**config.mk**
```make
export PLATFORM = sky130hd
export DESIGN_NAME = ctrl_sequencer
export DESIGN_NICKNAME = d
export VERILOG_FILES = /design/src/rtl/ctrl_sequencer.sv
export SDC_FILE = /design/constraint.sdc
export NUM_CORES = 1
export LEC_CHECK = 0
export ABC_CLOCK_PERIOD_IN_PS = 4140
export CORE_ASPECT_RATIO = 0.8
export CORE_UTILIZATION = 30
export CTS_CLUSTER_DIAMETER = 80
export DETAILED_ROUTE_END_ITERATION = 8
export PLACE_DENSITY = 0.77
export SLEW_MARGIN = 20
export SYNTH_ARGS = -nofsm -noshare
export SYNTH_HDL_FRONTEND = slang
export SYNTH_SLANG_ARGS = --single-unit
```
**constraint.sdc**
```tcl
create_clock -name clock -period 4.14 [get_ports clock]
set_input_delay 0.414 -clock clock [delete_from_list [all_inputs] [get_ports clock]]
set_output_delay 0.414 -clock clock [all_outputs]
set_load 0.01 [all_outputs]
```
**src/rtl/ctrl_sequencer.sv**
```systemverilog
// ctrl_sequencer: hardwired control unit for the DataPath.
// Sequences fetch (T0-T2) and execute (T3-T7) for ld, ldi, st, add, sub,
// addi, nop and halt, decoding the opcode in ir[31:27].
// Optional build macro CU_MEM_WAIT_EN adds the mem_rdy handshake. With it,
// T1, ld T6 and st T7 hold until memory is ready.
//
// state | meaning
// IDLE  | waiting for run, all outputs low
// T0    | PC to MAR, start PC increment
// T1    | PC <- PC+1, memory read into MDR
// T2    | MDR to IR
// T3    | first execute step, opcode decoded from ir and latched
// T4-T7 | remaining execute steps, driven by the latched opcode
// HALT  | parked with halted high until clear
module ctrl_sequencer #(
    parameter logic [4:0] OP_ADD   = 5'b00011,
    parameter logic [4:0] OP_SUB   = 5'b00100,
    parameter logic [4:0] OPC_LD   = 5'b00000,
    parameter logic [4:0] OPC_LDI  = 5'b00001,
    parameter logic [4:0] OPC_ST   = 5'b00010,
    parameter logic [4:0] OPC_ADD  = 5'b00011,
    parameter logic [4:0] OPC_SUB  = 5'b00100,
    parameter logic [4:0] OPC_ADDI = 5'b01100,
    parameter logic [4:0] OPC_NOP  = 5'b11010,
    parameter logic [4:0] OPC_HALT = 5'b11011
) (
    input  logic        clock,
    input  logic        clear,
`ifdef CU_MEM_WAIT_EN
    input  logic        mem_rdy,
`endif
    input  logic [31:0] ir,
    input  logic        run,
    output logic        PCout,
    output logic        PCin,
    output logic        IncPC,
    output logic        MARin,
    output logic        MDRin,
    output logic        MDRout,
    output logic        IRin,
    output logic        Read,
    output logic        Write,
    output logic        RYin,
    output logic        RZin,
    output logic        RZLOout,
    output logic        Cout,
    output logic        gra,
    output logic        grb,
    output logic        grc,
    output logic        rin,
    output logic        rout,
    output logic        BAout,
    output logic [4:0]  ops,
    output logic        halted,
    output logic        illegal
);

    typedef enum logic [3:0] {
        S_IDLE, S_T0, S_T1, S_T2, S_T3, S_T4, S_T5, S_T6, S_T7, S_HALT
    } state_t;

    state_t     r_state;
    state_t     w_state_nxt;
    state_t     w_end;
    logic [4:0] r_opc;
    logic [4:0] w_opc;
    logic       w_mem_rdy;
    logic       w_unused;

`ifdef CU_MEM_WAIT_EN
    assign w_mem_rdy = mem_rdy;
`else
    assign w_mem_rdy = 1'b1;
`endif

    // Only the opcode field of ir matters here.
    assign w_unused = ^ir[26:0];

    // IR is written at the end of T2, so the opcode is only valid from T3
    // onward: T3 decodes it live, later steps use the latched copy.
    assign w_opc = (r_state == S_T3) ? ir[31:27] : r_opc;
    assign w_end = run ? S_T0 : S_IDLE;

    // Next-state selection; run is only looked at in IDLE and at instruction end.
    always_comb begin
        w_state_nxt = r_state;
        case (r_state)
            S_IDLE: w_state_nxt = run ? S_T0 : S_IDLE;
            S_T0:   w_state_nxt = S_T1;
            S_T1:   w_state_nxt = w_mem_rdy ? S_T2 : S_T1;
            S_T2:   w_state_nxt = S_T3;
            S_T3: begin
                if (w_opc == OPC_LD || w_opc == OPC_LDI || w_opc == OPC_ST ||
                    w_opc == OPC_ADD || w_opc == OPC_SUB || w_opc == OPC_ADDI)
                    w_state_nxt = S_T4;
                else if (w_opc == OPC_HALT)
                    w_state_nxt = S_HALT;
                else
                    w_state_nxt = w_end;
            end
            S_T4:   w_state_nxt = S_T5;
            S_T5:   w_state_nxt = (w_opc == OPC_LD || w_opc == OPC_ST) ? S_T6 : w_end;
            S_T6: begin
                if (w_opc == OPC_LD)
                    w_state_nxt = w_mem_rdy ? S_T7 : S_T6;
                else
                    w_state_nxt = S_T7;
            end
            S_T7: begin
                if (w_opc == OPC_ST)
                    w_state_nxt = w_mem_rdy ? w_end : S_T7;
                else
                    w_state_nxt = w_end;
            end
            S_HALT: w_state_nxt = S_HALT;
            default: w_state_nxt = S_IDLE;
        endcase
    end

    // State and opcode registers; clear aborts any instruction at once.
    always_ff @(posedge clock or posedge clear) begin
        if (clear) begin
            r_state <= S_IDLE;
            r_opc   <= 5'd0;
        end else begin
            r_state <= w_state_nxt;
            if (r_state == S_T3)
                r_opc <= ir[31:27];
        end
    end

    // Moore output decode from the state and opcode registers.
    always_comb begin
        {PCout, PCin, IncPC, MARin, MDRin, MDRout, IRin, Read, Write} = '0;
        {RYin, RZin, RZLOout, Cout, gra, grb, grc, rin, rout, BAout} = '0;
        ops     = 5'd0;
        halted  = 1'b0;
        illegal = 1'b0;
        case (r_state)
            S_T0: {PCout, MARin, IncPC, RZin} = 4'b1111;
            S_T1: {RZLOout, PCin, Read, MDRin} = 4'b1111;
            S_T2: {MDRout, IRin} = 2'b11;
            S_T3: begin
                if (w_opc == OPC_LD || w_opc == OPC_LDI || w_opc == OPC_ST)
                    {grb, BAout, RYin} = 3'b111;
                else if (w_opc == OPC_ADD || w_opc == OPC_SUB || w_opc == OPC_ADDI)
                    {grb, rout, RYin} = 3'b111;
                else if (w_opc != OPC_NOP && w_opc != OPC_HALT)
                    illegal = 1'b1;
            end
            S_T4: begin
                RZin = 1'b1;
                if (w_opc == OPC_ADD || w_opc == OPC_SUB) begin
                    {grc, rout} = 2'b11;
                    ops = (w_opc == OPC_SUB) ? OP_SUB : OP_ADD;
                end else begin
                    Cout = 1'b1;
                    ops  = OP_ADD;
                end
            end
            S_T5: begin
                RZLOout = 1'b1;
                if (w_opc == OPC_LD || w_opc == OPC_ST)
                    MARin = 1'b1;
                else
                    {gra, rin} = 2'b11;
            end
            S_T6: begin
                MDRin = 1'b1;
                if (w_opc == OPC_LD)
                    Read = 1'b1;
                else
                    {gra, rout} = 2'b11;
            end
            S_T7: begin
                if (w_opc == OPC_LD)
                    {MDRout, gra, rin} = 3'b111;
                else
                    Write = 1'b1;
            end
            S_HALT: halted = 1'b1;
            default: ;
        endcase
    end

    // Only one source may drive the shared bus in any state.
    a_bus_onehot: assert property (@(posedge clock) disable iff (clear)
        $onehot0({PCout, MDRout, RZLOout, rout, BAout, Cout}));

endmodule
```
==> Yosys cells after proc, flatten, opt, wreduce, memory -nomap -nowiden <==
Index checks and enable logic that the tools add are counted.
{ "word_totals": {"output_inout_bits": 26, "inputBits": 35, "regBits": 9, "word_cells": 75} }
{ "op_classes": {"n_reduce_logical": 15, "mux": 41, "eq_ne": 17} }
{ "ops": {"columns": ["operator", "n"], "rows": [
  ["4-bit case mux with 9 select lines", 1],
  ["1-bit 2-to-1 mux", 27],
  ["4-bit by 3-bit equality test with 1-bit output, second input constant", 4],
  ["3-bit 2-to-1 mux", 4],
  ["5-bit by 2-bit equality test with 1-bit output, second input constant", 2],
  ["5-bit != test, second input constant", 2],
  ["4-bit by 2-bit equality test with 1-bit output, second input constant", 2],
  ["4-bit equality test, second input constant", 2],
  ["1-bit logical OR", 8],
  ["4-bit 2-to-1 mux", 2],
  ["1-bit case mux with 2 select lines", 4],
  ["2-bit OR reduction", 4],
  ["1-bit case mux with 3 select lines", 2],
  ["5-bit by 1-bit equality test with 1-bit output, second input constant", 1],
  ["5-bit by 3-bit equality test with 1-bit output, second input constant", 1],
  ["5-bit by 4-bit equality test with 1-bit output, second input constant", 1],
  ["5-bit equality test, second input constant", 1],
  ["5-bit zero test", 1],
  ["5-bit 2-to-1 mux", 1],
  ["4-bit by 1-bit equality test with 1-bit output, second input constant", 1],
  ["4-bit zero test", 1],
  ["1-bit logical AND", 1]
]} }

==> Longest topological paths before layout <==
{ "logic_depth": {"ltp_word": 10, "ltp_mapped": 5, "ltp_nobuf": 3} }

==> Worst setup path after synthesis <==
OpenSTA, ideal clock, no wires.
{ "synth_timing": {"path_type": "register to output", "startpoint": "register r_state[0]", "endpoint": "output rout", "n_path_buf": 2, "path_stages_with_launch": 5, "required_time_ns": 3.726, "setup_slack_ns": 2.092, "arrival_time_ns": 1.634, "cell_sequence": "dfrtp_1 -> buf_6 -> or4b_1 -> clkbuf_1 -> o311ai_1"} }
{ "synth_between": {"elab_chain_cells": 8, "word_cells_on_any_way": 19, "classes_between": "8 x eq/ne; 6 x mux; 5 x reduce/logical"} }
{ "synth_lines": {"columns": ["element", "line_no", "source"], "rows": [
  ["start, declared", "62", "state_t r_state;"],
  ["start signal, assigned", "126", "r_state <= w_state_nxt;"],
  ["4-bit by 3-bit equality test with 1-bit output", "81, 139", null],
  ["5-bit 2-to-1 mux", null, null],
  ["5-bit by 2-bit equality test with 1-bit output / 5-bit by 3-bit equality test with 1-bit output (equally long branches)", "146, 153", null],
  ["1-bit logical OR", "146, 153", null],
  ["1-bit logical OR", "146", "else if (w_opc == OPC_ADD || w_opc == OPC_SUB || w_opc == OPC_ADDI)"],
  ["1-bit 2-to-1 mux", "146", null],
  ["1-bit 2-to-1 mux", "144", "if (w_opc == OPC_LD || w_opc == OPC_LDI || w_opc == OPC_ST)"],
  ["1-bit case mux with 3 select lines *", "139", "case (r_state)"],
  ["end, declared", "51", "output logic rout,"]
]} }
Mark *: on every way between the ends. The rest lies on a longest branch, timed or not.

==> Worst setup path after layout <==
{ "layout_timing": {"startpoint": "register r_state[2]", "endpoint": "output RYin"} }
{ "layout_between": {"elab_chain_cells": 8, "word_cells_on_any_way": 15, "classes_between": "6 x eq/ne; 4 x mux; 5 x reduce/logical"} }
{ "layout_lines": {"columns": ["element", "line_no", "source"], "rows": [
  ["4-bit by 3-bit equality test with 1-bit output *", "81, 139", null],
  ["5-bit 2-to-1 mux", null, null],
  ["5-bit by 2-bit equality test with 1-bit output / 5-bit by 3-bit equality test with 1-bit output (equally long branches)", "146", null],
  ["1-bit logical OR (2 in a row)", "146", null],
  ["1-bit 2-to-1 mux", "146", null],
  ["1-bit 2-to-1 mux", "144", null],
  ["1-bit 2-to-1 mux *", "139", null],
  ["end, declared", "43", "output logic RYin,"]
]} }
Marks and branches as above.

==> flow_metrics.py <==
metrics = {
    "finish": {
        "fillers": 287,
        "num_antenna_cells": 0,
        "area_growth_pct": 36.7,
        "nets": 174,
        "drive_gt1_frac": 0.0435,
        "final_common_cell": "clkdlybuf4s50_1",
        "instances_no_fill": 174,
        "layout_common_cells": "31 x clkdlybuf4s50_1, 20 x nand2_1, 10 x nor2_1, 9 x dfrtp_1, 6 x inv_1",
    },
    "grt": {
        "grt_max_degree": 21,
        "grt_pass1_wl_mm": 3.46,
        "antenna_found_initial": 0,
        "grt_overflow": 0,
        "groute.usage.overall": 0.149,
        "grt_pass1_vias": 808,
    },
    "sta": {
        "clock_skew_ns": 0.00200,
        "setup_tns_ns": 0,
        "slew_violations": 0,
        "rsz0062_at_grt": "no",
        "finalSetupViolCount": 0,
        "fmax_mhz": 327,
        "worst_slew_pin_slew_ns": 0.761,
        "relSlewSlack": 0.486,
        "fin_crit_sh": 0.738,
        "final-hold-violation-count": 0,
        "fin_crit_ns": 3.06,
    },
    "floorplanning": {
        "die-area_um2": 3030,
        "start_util": 0.330,
        "ios": 61,
        "fp.coreArea_um2": 2560,
        "die-width_um": 61.3,
        "fp.dieH_um": 49.5,
        "std_cell_rows": 16,
    },
    "yosys": {
        "synth_top_family_by_area": "simple AND/OR/NAND/NOR gates",
        "synthAdderAreaFrac": 0,
        "syn_area_um2": 845,
        "avgSynthCellArea_um2": 7.34,
        "synth-seq-cells": 9,
        "synth_compound_area_frac": 0.181,
        "ys_types": 39,
        "synth-xor-area-share": 0.0104,
        "synthCells": 115,
        "synthFlopType": "dfrtp_1",
        "yosysSeqAreaShare": 0.267,
        "yosys.area.top_type_share": 0.267,
        "yosys.area.top_type": "dfrtp_1",
        "ys_warn_count": 0,
        "netlist_top_cells_area": "dfrtp_1 27%, nand2_1 8.9%, buf_4 4.4%",
        "postSynth.asyncResetShare": 1.00,
        "muxShareOfSynthArea": 0.0119,
        "synth-edff-count": 0,
        "synth_simple_gate_area_frac": 0.410,
    },
    "critical_path": {
        "path_cells": "nor4b_1 > o211ai_1 > inv_1 > clkdlybuf4s50_1",
        "critical_path_buf_inv_count": 2,
        "start_kind": "flip-flop",
        "rr_endpoint": "r_state[0]",
        "crit_fanout": 20,
        "cp.required_ns": 3.73,
        "cp.arrival_ns": 2.64,
        "cp.depth": 4,
        "r2r_start": "r_state[2]",
        "cp_slowest_cell": "nor4b_1",
        "reg2regPathDepth": 3,
        "critPathLaunch": "r_state[2]",
        "critPathMaxStageDelay_ns": 0.69,
        "path_class": "reg -> out",
        "r2r_slack_ns": 2.01,
        "crit_family": "buffers and inverters",
        "crit_end": "RYin",
        "end_kind": "output pin",
    },
    "worst_hold_path": {
        "hold_class": "in -> async",
    },
    "clock_tree": {
        "clkLatencyLatePin_ns": 0.25,
        "cts_resized": 0,
        "cts_tree": "built",
        "ctsLongestPathBuffers": 2,
        "h-tree-depth": 1,
        "hold_buffers": 0,
        "post_cts_buffers": 0,
        "cts_buffers": 3,
        "cts.sinks": 9,
        "clkTransAtPathRegs_ns": 0.06,
        "cts_root_buffer": "clkbuf_4",
    },
    "routing": {
        "drtPass1Iterations": 6,
        "routed_via_density": 4.99,
        "antenna_left": 0,
        "routedWlPerCell_um": 11.8,
        "vias": 868,
        "drtIter0Drc": 23,
        "drt_wl_total_mm": 2.05,
        "drc": 0,
    },
    "status": {
        "status": "finished, final reports clean",
    },
    "placement": {
        "io_buffers": 31,
        "place_congestion": 0.850,
        "dpl.hpwl_mm": 1.58,
        "dp.cells": 170,
    },
    "power": {
        "power.share.sequential": 0.337,
        "pwr-share-comb": 0.564,
        "power_switching_uw": 283,
        "swShare": 0.437,
        "p_leak_nw": 0.492,
        "p_int_uw": 364,
        "power_frac_clock": 0.099,
        "peakVddDrop_mv": 0.196,
        "p_per_area_nw_per_um2": 561,
    },
    "run": {
        "maxCapViolCount": 0,
    },
}
## flip-flops by register name, indices dropped and copies added (netlist names)
signal	cells
r_opc	5
r_state	4
## Yosys cell counts, types with 2 or more instances
library cell,instances
a21o_1,2
a21oi_1,2
and3b_1,3
buf_4,5
clkbuf_1,7
dfrtp_1,9
inv_1,6
nand2_1,20
nand2b_1,5
nor2_1,10
nor2b_1,5
nor3_1,3
nor3b_1,3
nor4b_1,2
o2111ai_1,2
o21ai_0,4
o21ai_1,4
or2_1,2
## final cells by class
| type | instances | area, um2 | share of cell area |
|---|---|---|---|
| well taps | 36 | 45.0 | 0.0390 |
| multi-input cells | 88 | 526 | 0.455 |
| flip-flops and latches | 9 | 225 | 0.195 |
| clock buffers | 4 | 26.3 | 0.0228 |
| inverters | 6 | 22.5 | 0.0195 |
| repair buffers | 31 | 310 | 0.269 |
## worst min-delay path by stage
| stage | from | end | cells past startpoint |
|---|---|---|---|
| 3_5_place_dp | r_opc[3] | r_opc[3] | 2 |
| 3_3_place_gp | r_opc[3] | r_opc[3] | 2 |
| 6_report | clear | r_opc[1] | 2 |
| 4_1_cts | clear | r_opc[3] | 2 |
| 2_1_floorplan | clear | r_opc[0] | 1 |
| 5_1_grt | clear | r_opc[1] | 2 |
## per-layer routing
metal	track usage	part of all wire	wire length, um
met5	0	0	0
met4	0.0455	0	0
met3	0.0157	0.042	87
met2	0.239	0.48	977
met1	0.207	0.48	989
## power groups by stage
stage	Combinational (mW)	Sequential (mW)	Clock (mW)
3_3_place_gp	0.358	0.214	0
2_1_floorplan	0.286	0.156	0
4_1_cts	0.368	0.218	0.0683
6_report	0.365	0.218	0.0642
5_1_grt	0.404	0.232	0.0729
3_5_place_dp	0.367	0.219	0
## per-stage QoR
| step | total power [mW] | instance area, um2 | hold slack, ns | utilization | setup slack (ns) |
|---|---|---|---|---|---|
| after floorplan | 0.441 | 848 | 0.242 | - | 2.09 |
| after global placement | 0.572 | 1130 | 0.528 | 0.440 | 1.44 |
| final | 0.647 | 1150 | 0.420 | 0.451 | 1.08 |
| after detailed placement | 0.586 | 1130 | 0.536 | 0.440 | 1.40 |
| after global routing | 0.709 | 1150 | 0.440 | 0.451 | 0.839 |
| after CTS | 0.655 | 1150 | 0.420 | 0.451 | 1.10 |
## cells by family after synthesis
kind of cell,Yosys count
AND/OR/NAND/NOR,62
AO/OA/AOI/OAI,22
buffers and inverters,19
flip-flops,9
XOR/XNOR,1
multiplexers,1
other,1
No activity file was read; power rests on OpenSTA's default activity.
